==> src/rtl/npu_pkg.sv <==
// npu_pkg: op codes, FSM states, frame field positions and error codes shared by the tile scheduler
package npu_pkg;
  typedef enum logic [2:0] {
    OP_NOP    = 3'd0,
    OP_MAC    = 3'd1,
    OP_LOAD_W = 3'd2,
    OP_LOAD_A = 3'd3,
    OP_READ   = 3'd4
  } op_e;
  typedef enum logic [1:0] {S_IDLE, S_ISSUE, S_WAIT, S_RESP} state_e;
  localparam int OP_MSB   = 23;
  localparam int OP_LSB   = 21;
  localparam int TI_MSB   = 20;
  localparam int TI_LSB   = 18;
  localparam int TJ_MSB   = 17;
  localparam int TJ_LSB   = 15;
  localparam int RSVD_MSB = 14;
  localparam int RSVD_LSB = 8;
  localparam int DATA_MSB = 7;
  localparam int DATA_LSB = 0;
  localparam int QW       = 17;
  localparam logic [7:0] RSP_ILLEGAL = 8'hFF;
  localparam logic [7:0] RSP_TIMEOUT = 8'hEE;
  function automatic logic needs_dp(input logic [2:0] op);
    return op inside {OP_MAC, OP_LOAD_W, OP_LOAD_A, OP_READ};
  endfunction
endpackage

==> src/rtl/npu_cmd_fifo.sv <==
// npu_cmd_fifo: power-of-two circular command queue; pushes while full are dropped
module npu_cmd_fifo #(
  parameter int WIDTH = 17,
  parameter int DEPTH = 4
) (
  input  logic                   clk,
  input  logic                   rst_n,
  input  logic                   push,
  input  logic                   pop,
  input  logic [WIDTH-1:0]       wdata,
  output logic [WIDTH-1:0]       rdata,
  output logic [$clog2(DEPTH):0] count,
  output logic                   full,
  output logic                   empty
);
  localparam int AW = $clog2(DEPTH);
  logic [WIDTH-1:0] mem_q [DEPTH];
  logic [AW-1:0] wr_q, wr_d, rd_q, rd_d;
  logic [AW:0] cnt_q, cnt_d;
  logic do_push, do_pop;
  assign full  = cnt_q == (AW+1)'(DEPTH);
  assign empty = cnt_q == '0;
  assign count = cnt_q;
  assign rdata = mem_q[rd_q];
  always_comb begin
    do_push = push && !full;
    do_pop  = pop && !empty;
    wr_d    = do_push ? wr_q + 1'b1 : wr_q;
    rd_d    = do_pop ? rd_q + 1'b1 : rd_q;
    cnt_d   = (do_push && !do_pop) ? cnt_q + 1'b1 : (do_pop && !do_push) ? cnt_q - 1'b1 : cnt_q;
  end
  always_ff @(posedge clk)
    if (do_push) mem_q[wr_q] <= wdata;
  always_ff @(posedge clk or negedge rst_n)
    if (!rst_n) begin
      wr_q  <= '0;
      rd_q  <= '0;
      cnt_q <= '0;
    end else begin
      wr_q  <= wr_d;
      rd_q  <= rd_d;
      cnt_q <= cnt_d;
    end
endmodule

==> src/rtl/npu_tile_scheduler.sv <==
// npu_tile_scheduler: queues SPI command frames and runs them one at a time on the tile datapath
module npu_tile_scheduler
  import npu_pkg::*;
#(
  parameter int FIFO_DEPTH  = 4,
  parameter int TIMEOUT_CYC = 1024
) (
  input  logic                        clk,
  input  logic                        rst_n,
  input  logic                        cmd_valid,
  output logic                        cmd_ready,
  input  logic [23:0]                 cmd_frame,
  output logic                        dp_start,
  output logic [2:0]                  dp_op,
  output logic [2:0]                  dp_tile_i,
  output logic [2:0]                  dp_tile_j,
  output logic [7:0]                  dp_data,
  input  logic                        dp_busy,
  input  logic                        dp_done,
  input  logic [7:0]                  dp_result,
  output logic                        rsp_valid,
  output logic [7:0]                  rsp_data,
  output logic                        rsp_err,
  input  logic                        rsp_ready,
  output logic                        done,
  output logic                        busy,
  output logic [$clog2(FIFO_DEPTH):0] fifo_count
);
  localparam int TW = $clog2(TIMEOUT_CYC) + 1;
  state_e state_q, state_d;
  logic [TW-1:0] cnt_q, cnt_d;
  logic [QW-1:0] opnd_q, opnd_d, head;
  logic [7:0] rsp_data_q, rsp_data_d;
  logic rsp_err_q, rsp_err_d;
  logic [2:0] head_op;
  logic full, empty, pop;
  logic unused_rsvd;
  assign unused_rsvd = ^cmd_frame[RSVD_MSB:RSVD_LSB];
  npu_cmd_fifo #(.WIDTH(QW), .DEPTH(FIFO_DEPTH)) u_fifo (
    .clk   (clk),
    .rst_n (rst_n),
    .push  (cmd_valid),
    .pop   (pop),
    .wdata ({cmd_frame[OP_MSB:TJ_LSB], cmd_frame[DATA_MSB:DATA_LSB]}),
    .rdata (head),
    .count (fifo_count),
    .full  (full),
    .empty (empty)
  );
  assign head_op   = head[QW-1 -: 3];
  assign cmd_ready = !full;
  assign dp_start  = state_q == S_ISSUE;
  assign rsp_valid = state_q == S_RESP;
  assign done      = rsp_valid && rsp_ready;
  assign busy      = state_q != S_IDLE || !empty;
  assign rsp_data  = rsp_data_q;
  assign rsp_err   = rsp_err_q;
  assign {dp_op, dp_tile_i, dp_tile_j, dp_data} = opnd_q;
  always_comb begin
    state_d    = state_q;
    cnt_d      = cnt_q;
    opnd_d     = opnd_q;
    rsp_data_d = rsp_data_q;
    rsp_err_d  = rsp_err_q;
    pop        = 1'b0;
    case (state_q)
      S_IDLE:
        if (!empty) begin
          if (needs_dp(head_op)) begin
            if (!dp_busy) begin
              pop     = 1'b1;
              opnd_d  = head;
              state_d = S_ISSUE;
            end
          end else begin
            pop        = 1'b1;
            rsp_data_d = (head_op == OP_NOP) ? 8'h00 : RSP_ILLEGAL;
            rsp_err_d  = head_op != OP_NOP;
            state_d    = S_RESP;
          end
        end
      S_ISSUE: begin
        cnt_d   = '0;
        state_d = S_WAIT;
      end
      S_WAIT:
        if (dp_done) begin
          rsp_data_d = dp_result;
          rsp_err_d  = 1'b0;
          state_d    = S_RESP;
        end else if (cnt_q == TW'(TIMEOUT_CYC - 1)) begin
          rsp_data_d = RSP_TIMEOUT;
          rsp_err_d  = 1'b1;
          state_d    = S_RESP;
        end else begin
          cnt_d = cnt_q + 1'b1;
        end
      S_RESP:
        if (rsp_ready) state_d = S_IDLE;
      default: state_d = S_IDLE;
    endcase
  end
  always_ff @(posedge clk or negedge rst_n)
    if (!rst_n) begin
      state_q    <= S_IDLE;
      cnt_q      <= '0;
      opnd_q     <= '0;
      rsp_data_q <= '0;
      rsp_err_q  <= 1'b0;
    end else begin
      state_q    <= state_d;
      cnt_q      <= cnt_d;
      opnd_q     <= opnd_d;
      rsp_data_q <= rsp_data_d;
      rsp_err_q  <= rsp_err_d;
    end
endmodule

==> config.mk <==
export PLATFORM = sky130hd
export DESIGN_NAME = npu_tile_scheduler
export DESIGN_NICKNAME = d
export VERILOG_FILES = /design/src/rtl/npu_pkg.sv /design/src/rtl/npu_cmd_fifo.sv /design/src/rtl/npu_tile_scheduler.sv
export SDC_FILE = /design/constraint.sdc
export NUM_CORES = 1
export LEC_CHECK = 0
export BUFFER_PORTS_ARGS = -buffer_cell sky130_fd_sc_hd__buf_4
export CORE_MARGIN = 5
export CORE_UTILIZATION = 40
export CTS_CLUSTER_SIZE = 14
export DETAILED_ROUTE_END_ITERATION = 8
export PLACE_DENSITY = 0.65
export SYNTH_ARGS = -nofsm -noshare
export SYNTH_HDL_FRONTEND = slang
export SYNTH_HIERARCHICAL = 1
export SYNTH_SLANG_ARGS = --single-unit
==> constraint.sdc <==
create_clock -name clk -period 4.1 [get_ports clk]
set_input_delay 0.82 -clock clk [delete_from_list [all_inputs] [get_ports clk]]
set_output_delay 0.82 -clock clk [all_outputs]
set_load 0.02 [all_outputs]
## Word-level counts from Yosys, hierarchy flattened

Memories as Yosys holds them, arrays and structs flattened.
Cells that the tools add are included.

- Add/sub/neg operators: 5
- Eq/ne operators: 16
- Muxes and demuxes: 29
- Bitwise operators: 2
- Reduce and logical (&&, ||, !) cells: 23

Operators with widths:

| operator | number |
|---|---|
| 2-to-1 mux 8 bit | 5 |
| 2-to-1 mux 11 bit | 2 |
| case mux 11 bit (2 select lines) | 1 |
| case mux 8 bit (2 select lines) | 1 |
| 2-to-1 mux 2 bit | 6 |
| AND reduction 4 bit | 3 |
| adder 11 x 1 -> 11 bit, second input constant | 1 |
| == test 11 x 10 -> 1 bit, second input constant | 1 |
| 2-to-1 mux 1 bit | 10 |
| != test 2 bit, second input constant | 4 |
| case mux 2 bit (4 select lines) | 1 |
| nonzero test 2 bit | 4 |
| == test 3 x 2 -> 1 bit, second input constant | 2 |
| == test 3 bit, second input constant | 2 |
| logical NOT 3 bit | 2 |
| 2-to-1 mux 3 bit | 2 |
| != test 3 bit, second input constant | 2 |
| logical AND 1 bit | 5 |
| adder 2 x 1 -> 2 bit, second input constant | 2 |
| == test 2 bit, second input constant | 2 |
| logical NOT 1 bit | 4 |
| nonzero test 4 bit | 1 |
| adder 3 x 1 -> 3 bit, second input constant | 1 |
| == test 3 x 1 -> 1 bit, second input constant | 1 |
| 9 further kinds | 10 |

- Flip-flop bits (word level): 46
- Memory bits (writable): 68
- Output and inout port bits: 34
- Word-level logic and storage cells: 84
- Memories: 1

Memories:

| memory | depth | bits a word | rd ports | clocked after Yosys merged registers in | wr ports | RTL line | source |
|---|---|---|---|---|---|---|---|
| u_fifo.mem_q | 4 | 17 | 1 | 0 | 1 | npu_cmd_fifo.sv:17 | `logic [WIDTH-1:0] mem_q [DEPTH];` |

## Logic depth before layout (Yosys ltp)

Gate-level depths: netlist of the first run.
An unclocked memory read counts as a cell.

- Depth after elaboration: 10
- Depth in mapped cells: 12
- Mapped depth without buffers: 11

## Modules after synthesis

The synthesis of the first run kept the hierarchy.

Modules (own cells, without submodules):

| module | instances | cells an instance | area an instance (sq um) | sequential area each (sq um) |
|---|---|---|---|---|
| npu_cmd_fifo | 1 | 125 | 2,925.3 | 2,217.1 |
| npu_tile_scheduler | 1 | 189 | 2,082.0 | 975.9 |

## Least setup slack after synthesis of the first run

Ideal clock, no wire load.

- Path type: reg-to-reg
- Start point: register u_fifo.rd_q[0]
- End point: register u_fifo.cnt_q[1], in the netlist u_fifo/count[1]
- Library setup time: 0.125 ns
- Arrival: 2.761 ns
- Data required time: 3.975 ns
- Path slack: 1.215 ns
- Cell stages (with the launch flop): 11
- Buffers on the path: 2
- Cell sequence: dfrtp_1 > buf_6 > buf_12 > mux4_2 > or3_4 > a31oi_1 > nand2_1 > ha_1 > inv_1 > fa_1 > mux2_2

- Cells in the longest elaborated chain, start to end: 10

RTL lines:

| element | RTL line | source |
|---|---|---|
| start, declared | npu_cmd_fifo.sv:18 | `logic [AW-1:0] wr_q, wr_d, rd_q, rd_d;` |
| start signal, assigned | npu_cmd_fifo.sv:41 | `rd_q <= rd_d;` |
| memory (4 x 17 bit) * | - |  |
| named net head[14] | npu_tile_scheduler.sv:32 | `logic [QW-1:0] opnd_q, opnd_d, head;` |
| == test 3 x 1 -> 1 bit, or another cell as far along | npu_pkg.sv:25 | `return op inside {OP_MAC, OP_LOAD_W, OP_LOAD_A, OP_READ};` |
| nonzero test 4 bit * | npu_pkg.sv:25 |  |
| 2-to-1 mux 1 bit * | npu_tile_scheduler.sv:69 | `if (needs_dp(head_op)) begin` |
| 2-to-1 mux 1 bit * | npu_tile_scheduler.sv:68 | `if (!empty) begin` |
| 2-to-1 mux 1 bit * | npu_tile_scheduler.sv:66 | `case (state_q)` |
| named net pop | npu_tile_scheduler.sv:36 | `logic full, empty, pop;` |
| logical AND 1 bit * | npu_cmd_fifo.sv:27 | `do_pop = pop && !empty;` |
| logical NOT 1 bit * | npu_cmd_fifo.sv:30 | `cnt_d = (do_push && !do_pop) ? cnt_q + 1'b1 : (do_pop && !do_push) ? cnt_q - 1'b1 : cnt_q;` |
| logical AND 1 bit * | npu_cmd_fifo.sv:30 |  |
| 2-to-1 mux 3 bit * | npu_cmd_fifo.sv:30 |  |
| named net u_fifo.cnt_d[1] | npu_cmd_fifo.sv:19 | `logic [AW:0] cnt_q, cnt_d;` |
| end signal, assigned | npu_cmd_fifo.sv:42 | `cnt_q <= cnt_d;` |
| end, declared | npu_cmd_fifo.sv:19 |  |

The timed path passes the listed nets; every way through them passes the cells marked *.
A chain may end at the register's enable or synchronous reset.

## Final worst setup path of the first run

Ends and elaborated chain as after synthesis.

==> results of run 1 <==
==> registers in the layout, summed over array words and instances, names as in the netlist <==
signal / count
u_fifo/wr_q: 2
u_fifo/mem_q: 68
opnd_q: 17
state_q: 2
u_fifo/rd_q: 2
rsp_err: 1
cnt_q: 11
rsp_data: 8
u_fifo/count: 3
==> cell usage after synthesis (2+ instances only) <==
library cell	instances	area share, %
nor2b_1	5	0.62
ha_1	10	2.5
mux2_2	19	4.3
o211ai_1	2	0.30
nand2b_1	6	0.75
nor4_1	2	0.25
o21ai_0	3	0.30
nand2_1	14	1.0
edfxtp_1	68	41
nor2_1	7	0.52
dfrtp_1	46	23
clkbuf_1	5	0.37
nand3_1	3	0.30
nor3_1	3	0.30
mux4_1	9	4.7
buf_2	2	0.20
xnor2_1	4	0.70
o311ai_0	4	0.70
mux2i_1	9	1.8
a311o_1	2	0.40
buf_6	4	0.90
and2_1	5	0.62
a31oi_1	4	0.50
mux2_4	2	0.60
a21oi_1	10	1.0
mux4_2	8	3.6
or3_1	3	0.37
nand4_1	3	0.37
and3_1	3	0.37
xor2_1	2	0.35
o221ai_1	2	0.35
inv_1	19	1.4
==> per-layer routing <==
| layer | wire length (µm) | vias up | track usage (%) |
|---|---|---|---|
| met5 | 0 | - | 0 |
| met1 | 3930 | 1427 | 16.7 |
| li1 | - | 1358 | - |
| met3 | 517 | 7 | 4.64 |
| met4 | 69 | 0 | 4.41 |
| met2 | 4910 | 67 | 23.1 |
==> final cells by class <==
type / count / area [µm²] / area share (%)
timing repair buffer: 68 / 510 / 8.26
clock inverter: 14 / 114 / 1.84
tap: 168 / 210 / 3.40
inverter: 19 / 71.3 / 1.15
clock buffer: 18 / 439 / 7.11
sequential: 114 / 3190 / 51.7
multi-input combinational: 168 / 1640 / 26.6
==> worst min-delay path by stage <==
stage,start,end,slack (ns),cells past startpoint
after global routing,rst_n,state_q[1],0.49,1
after global placement,opnd_q[4],opnd_q[4],0.49,1
after detailed placement,opnd_q[4],opnd_q[4],0.50,1
after floorplan,cnt_q[10],cnt_q[10],0.51,1
final,rst_n,state_q[0],0.45,1
after CTS,rst_n,u_fifo/count[0],0.46,1
==> where the power goes <==
| part | internal [µW] | switching (µW) |
|---|---|---|
| combinational | 789 | 885 |
| clock | 842 | 514 |
| sequential | 1560 | 186 |
==> through the flow <==
step           area (µm²)  setup slack [ns]  power [µW]
2_1_floorplan        5010              1.21        2960
3_3_place_gp         5630             0.930        3430
3_5_place_dp         5630             0.911        3490
4_1_cts              6180             0.904        4870
5_1_grt              6180             0.771        5080
6_report             6180             0.936        4780
==> worst reg2reg max path: stages (launching register included) <==
cell     delay (ns)
dfrtp_1        0.48
buf_4          0.25
mux4_1         0.63
or3_4          0.38
a31oi_1        0.24
nand2_1        0.12
ha_1           0.22
inv_1          0.07
fa_1           0.40
mux2_2         0.27
==> kinds of logic (layout without fill, tap and decap cells) <==
group | count (synthesis) | count (layout) | share of synthesized area (%)
XOR/XNOR | 6 | 6 | 1.05
AND/OR/NAND/NOR | 64 | 64 | 7.65
buffers and inverters | 32 | 119 | 3.45
multiplexers | 47 | 47 | 15.0
AO/OA/AOI/OAI | 40 | 40 | 6.20
flip-flops | 114 | 114 | 63.8
adder cells (fa/ha/maj) | 11 | 11 | 2.90
==> summary.txt, run 1 <==
Cell variety after synth: 58
GRT Total Usage: 13.7%
sequential fraction of the synthesis area: 63.8%
Setup TNS: 0 ns
Lkg Pwr: 0.00242 µW
vias in the first global route: 2996
clock insertion delay at the later pin of the skew report: 0.40 ns
Max-Cap Viols: 0
Mapped Cells: 314
Final Core Density: 50.8%
I/O Buffers: 64
vias: 2859
initial antenna violation count: 0
pin count of the biggest net entering global routing: 47
CTS Buf Count: 17
hold buffer count at CTS: 0
worst path cell trace: buf_4 > mux4_1 > or3_4 > a31oi_1 > nand2_1 > ha_1 > inv_1 > fa_1 > mux2_2
Via density: 5.02
first-pass GRT wire length: 15500 µm
Post-synth EDFFs: 68
Layout area overhead: 23.4%
most frequent cells in the layout: buf_4, edfxtp_1, dfrtp_1
1st-pass router iterations: 4
clock root buffer: clkbuf_16
ys async rst share: 40.4%
RSZ-0062 raised after global routing: false
Syn Nets: 363
Avg Cell Area, Syn: 15.9 µm²
Critical R2R Capture: u_fifo/count[1]
Critical Path AT: 3.44 ns
IO Pins: 72
worst-case clock buffer depth: 2
CTS resizes: 0
final max-slew violation count: 0
FMAX: 316 MHz
fin cells: 569
#FFs+latches synth: 114
dpl cells: 537
Die H: 122 µm
fin crit period: 3.16 ns
DRC Markers: 0
skew final: 0.00938 ns
postcts setup bufs: 0
final antenna-violating net count: 0
Ant. Diodes: 0
starting density of the core: 41.2%
Worst EP required: 4.38 ns
Crit path max-delay family: multiplexers
Worst Path Max Fanout: 7
Max-Slew Margin vs Limit: 36.4%
Final period util: 77.2%
peak supply drop: 0.444 mV
Critical Path End: u_fifo/count[1]
final WL: 9430 µm
die width: 122 µm
crit start category: register
clk sinks: 114
number of cell rows: 40
Top FF cell, synth: edfxtp_1
DRT iter0 DRCs: 155
critical path class: reg -> reg
share of cells above drive strength 1: 33.4%
Mapped Area: 0.00501 mm²
hold slack: 0.450 ns
CTS tree: built
type of the most critical hold path: in -> async
r2r setup slk: 0.94 ns
PD cells: 773 mW/mm²
CORE AREA: 0.0122 mm²
Buf/Inv on CP: 2
die area: 0.0149 mm²
H-tree level count: 4
r2r startpoint: u_fifo/rd_q[0]
Stages on worst setup path: 9
Largest stage delay, worst path: 0.62 ns
clk slew on worst S/H paths: 0.05 ns
run status: finished, final reports clean
number of fillers in the final layout: 1048
critical path's slowest cell: mux4_1
Fin. Hold Viols: 0
Nets: 437
Worst Tran Pin Value: 0.954 ns
worst setup path startpoint: u_fifo/rd_q[0]
gr ovfl total: 0
GP Congestion: 0.797
Crit. End Element: register
wire length per cell: 16.6 µm
worst reg2reg path depth: 9
Synth warnings: 6
DP HPWL: 6210 µm
Final Setup Violations: 0
(Power assumes the default switching activity.)
==> run 2, diff against run 1 <==
- PLACE_DENSITY: 0.65 -> 0.67
- clock period: 4.1 -> 2.69 ns (I/O delays scaled with it)
==> run 2 against run 1 <==
  * The flow now finishes with violations (negative setup slack)
  * Sequential cell count stayed put
  * Hold slack got worse by 0.28 ns
  * Via count is 2.8% higher
  * Clock power increased by 57%
  * Register-to-register slack got worse by 0.95 ns
  * Total power is 61% higher
  * Final area increased by 3.2%
  * Routed wire length increased by 5.5%
  * Fmax up 17%
  * First-iteration DRC count rose by 5.8%
  * Non-clock buffer count is 20 higher
  * Die area unchanged
==> summary.txt, run 2 (synthesized netlist as in run 1, its figures left out) <==
FMAX: 370 MHz
number of fillers in the final layout: 1024
wire length per cell: 16.9 µm
Placement Setup Slack: -0.0897 ns
Final Setup Violations: 1
vias in the first global route: 3132
first-pass GRT wire length: 15800 µm
Final period util: 101%
run status: finished, violations left
clock root buffer: clkbuf_16
Lkg Pwr: 0.00255 µW
clk sinks: 114
hold slack: 0.168 ns
PD cells: 1200 mW/mm²
biggest regs: u_fifo/mem_q: 68 flops, opnd_q: 17 flops, cnt_q: 11 flops
final antenna-violating net count: 0
skew final: 0.0129 ns
most crowded layer after global routing: met2
die width: 122 µm
initial antenna violation count: 0
Worst EP required: 2.97 ns
Crit. End Element: register
DRT iter0 DRCs: 164
GRT Total Usage: 14.2%
most common cell after layout, fill and taps aside: buf_4
vias: 2939
Setup TNS: -0.0135 ns
number of cell rows: 40
clk slew on worst S/H paths: 0.05 ns
Via density: 5.00
Layout area overhead: 27.4%
Largest register FFs: 68
PnR Total Power: 7680 µW
clock insertion delay at the later pin of the skew report: 0.40 ns
Max-Slew Margin vs Limit: 57.2%
peak supply drop: 0.609 mV
GR Util met1: 16.8%
final worst slack: -0.0135 ns
H-tree level count: 4
met3 Use GR: 4.87%
final WL: 9940 µm
I/O Buffers: 64
Ant. Diodes: 0
Worst Path Max Fanout: 4
final max-slew violation count: 0
Nets: 457
starting density of the core: 41.2%
Die H: 122 µm
crit start category: register
Biggest register: u_fifo/mem_q
worst-case clock buffer depth: 2
CORE AREA: 0.0122 mm²
Fin. Hold Viols: 0
GP Congestion: 0.811
failing checks: negative setup slack
gr ovfl total: 0
pin count of the biggest net entering global routing: 47
Worst Tran Pin Value: 0.642 ns
DRC Markers: 0
global-route track usage on met2: 24.6%
Max-Cap Viols: 0
1st-pass router iterations: 5
Critical Path AT: 2.99 ns
type of the most critical hold path: in -> async
hold buffer count at CTS: 0
share of cells above drive strength 1: 37.4%
fin crit period: 2.70 ns
critical path class: reg -> reg
IO Pins: 72
die area: 0.0149 mm²
DP HPWL: 6480 µm
RSZ-0062 raised after global routing: true
CTS tree: built
most frequent cells in the layout: buf_4, edfxtp_1, dfrtp_1
CTS Buf Count: 17
run 2: timing repair:
action / 4_1_cts / 5_1_grt
cloned: 0 / 0
buffers inserted: 1 / 0
hold endpoints to repair: 0 / 0
setup endpoints to repair: 2 / 2
gates resized for setup: 5 / 0
run 2: critical path: stages (launching register included):
cell and delay (ns):
dfrtp_2 0.41, mux4_1 0.60, or3_4 0.42, a31oi_4 0.16, nand2_2 0.08, ha_2 0.18, inv_1 0.06, fa_1 0.41
mux2_2 0.27
run 2: routing by layer:
layer	wire length, µm	up-vias	part of all wire, %
li1	-	1390	-
met1	4170	1468	42
met2	5170	73	52
met3	544	8	5.5
met4	58	0	0.58
met5	0	-	0
run 2: final cells by class:
class,count,area (µm²),area share [%]
Clock inverter,7,86.3,1.35
Timing Repair Buffer,88,677,10.6
Inverter,19,71.3,1.12
Tap cell,168,210,3.30
Clock buffer,24,482,7.55
Sequential cell,114,3190,50.1
Multi-Input combinational cell,168,1660,26.0
run 2: power breakdown:
group          total, µW  switching [µW]  internal, µW
combinational       2910            1490          1420
sequential          2630             255          2380
clock               2140             724          1420
total               7680            2470          5210
run 2: worst paths after layout:
path / startpoint / end / cells past startpoint / slack (ns)
hold / removal: rst_n / state_q[1] / 1 / 0.17
hold reg to reg: opnd_q[4] / opnd_q[4] / 1 / 0.51
setup / recovery: u_fifo/rd_q[0] / u_fifo/count[1] / 8 / -0.01
setup reg to reg: u_fifo/rd_q[0] / u_fifo/count[1] / 8 / -0.01
min in group clk: cmd_frame[2] / u_fifo/mem_q[1][2] / 1 / 0.33
max in group asynchronous: rst_n / u_fifo/rd_q[0] / 1 / 2.06
run 2: per-stage QoR:
step | area, µm² | std cells | utilization [%]
after floorplan | 5020 | 314 | -
final | 6380 | 588 | 52.4
after CTS | 6380 | 588 | 52.4
after global placement | 5800 | 556 | 47.7
after detailed placement | 5800 | 556 | 47.7
after global routing | 6380 | 588 | 52.4
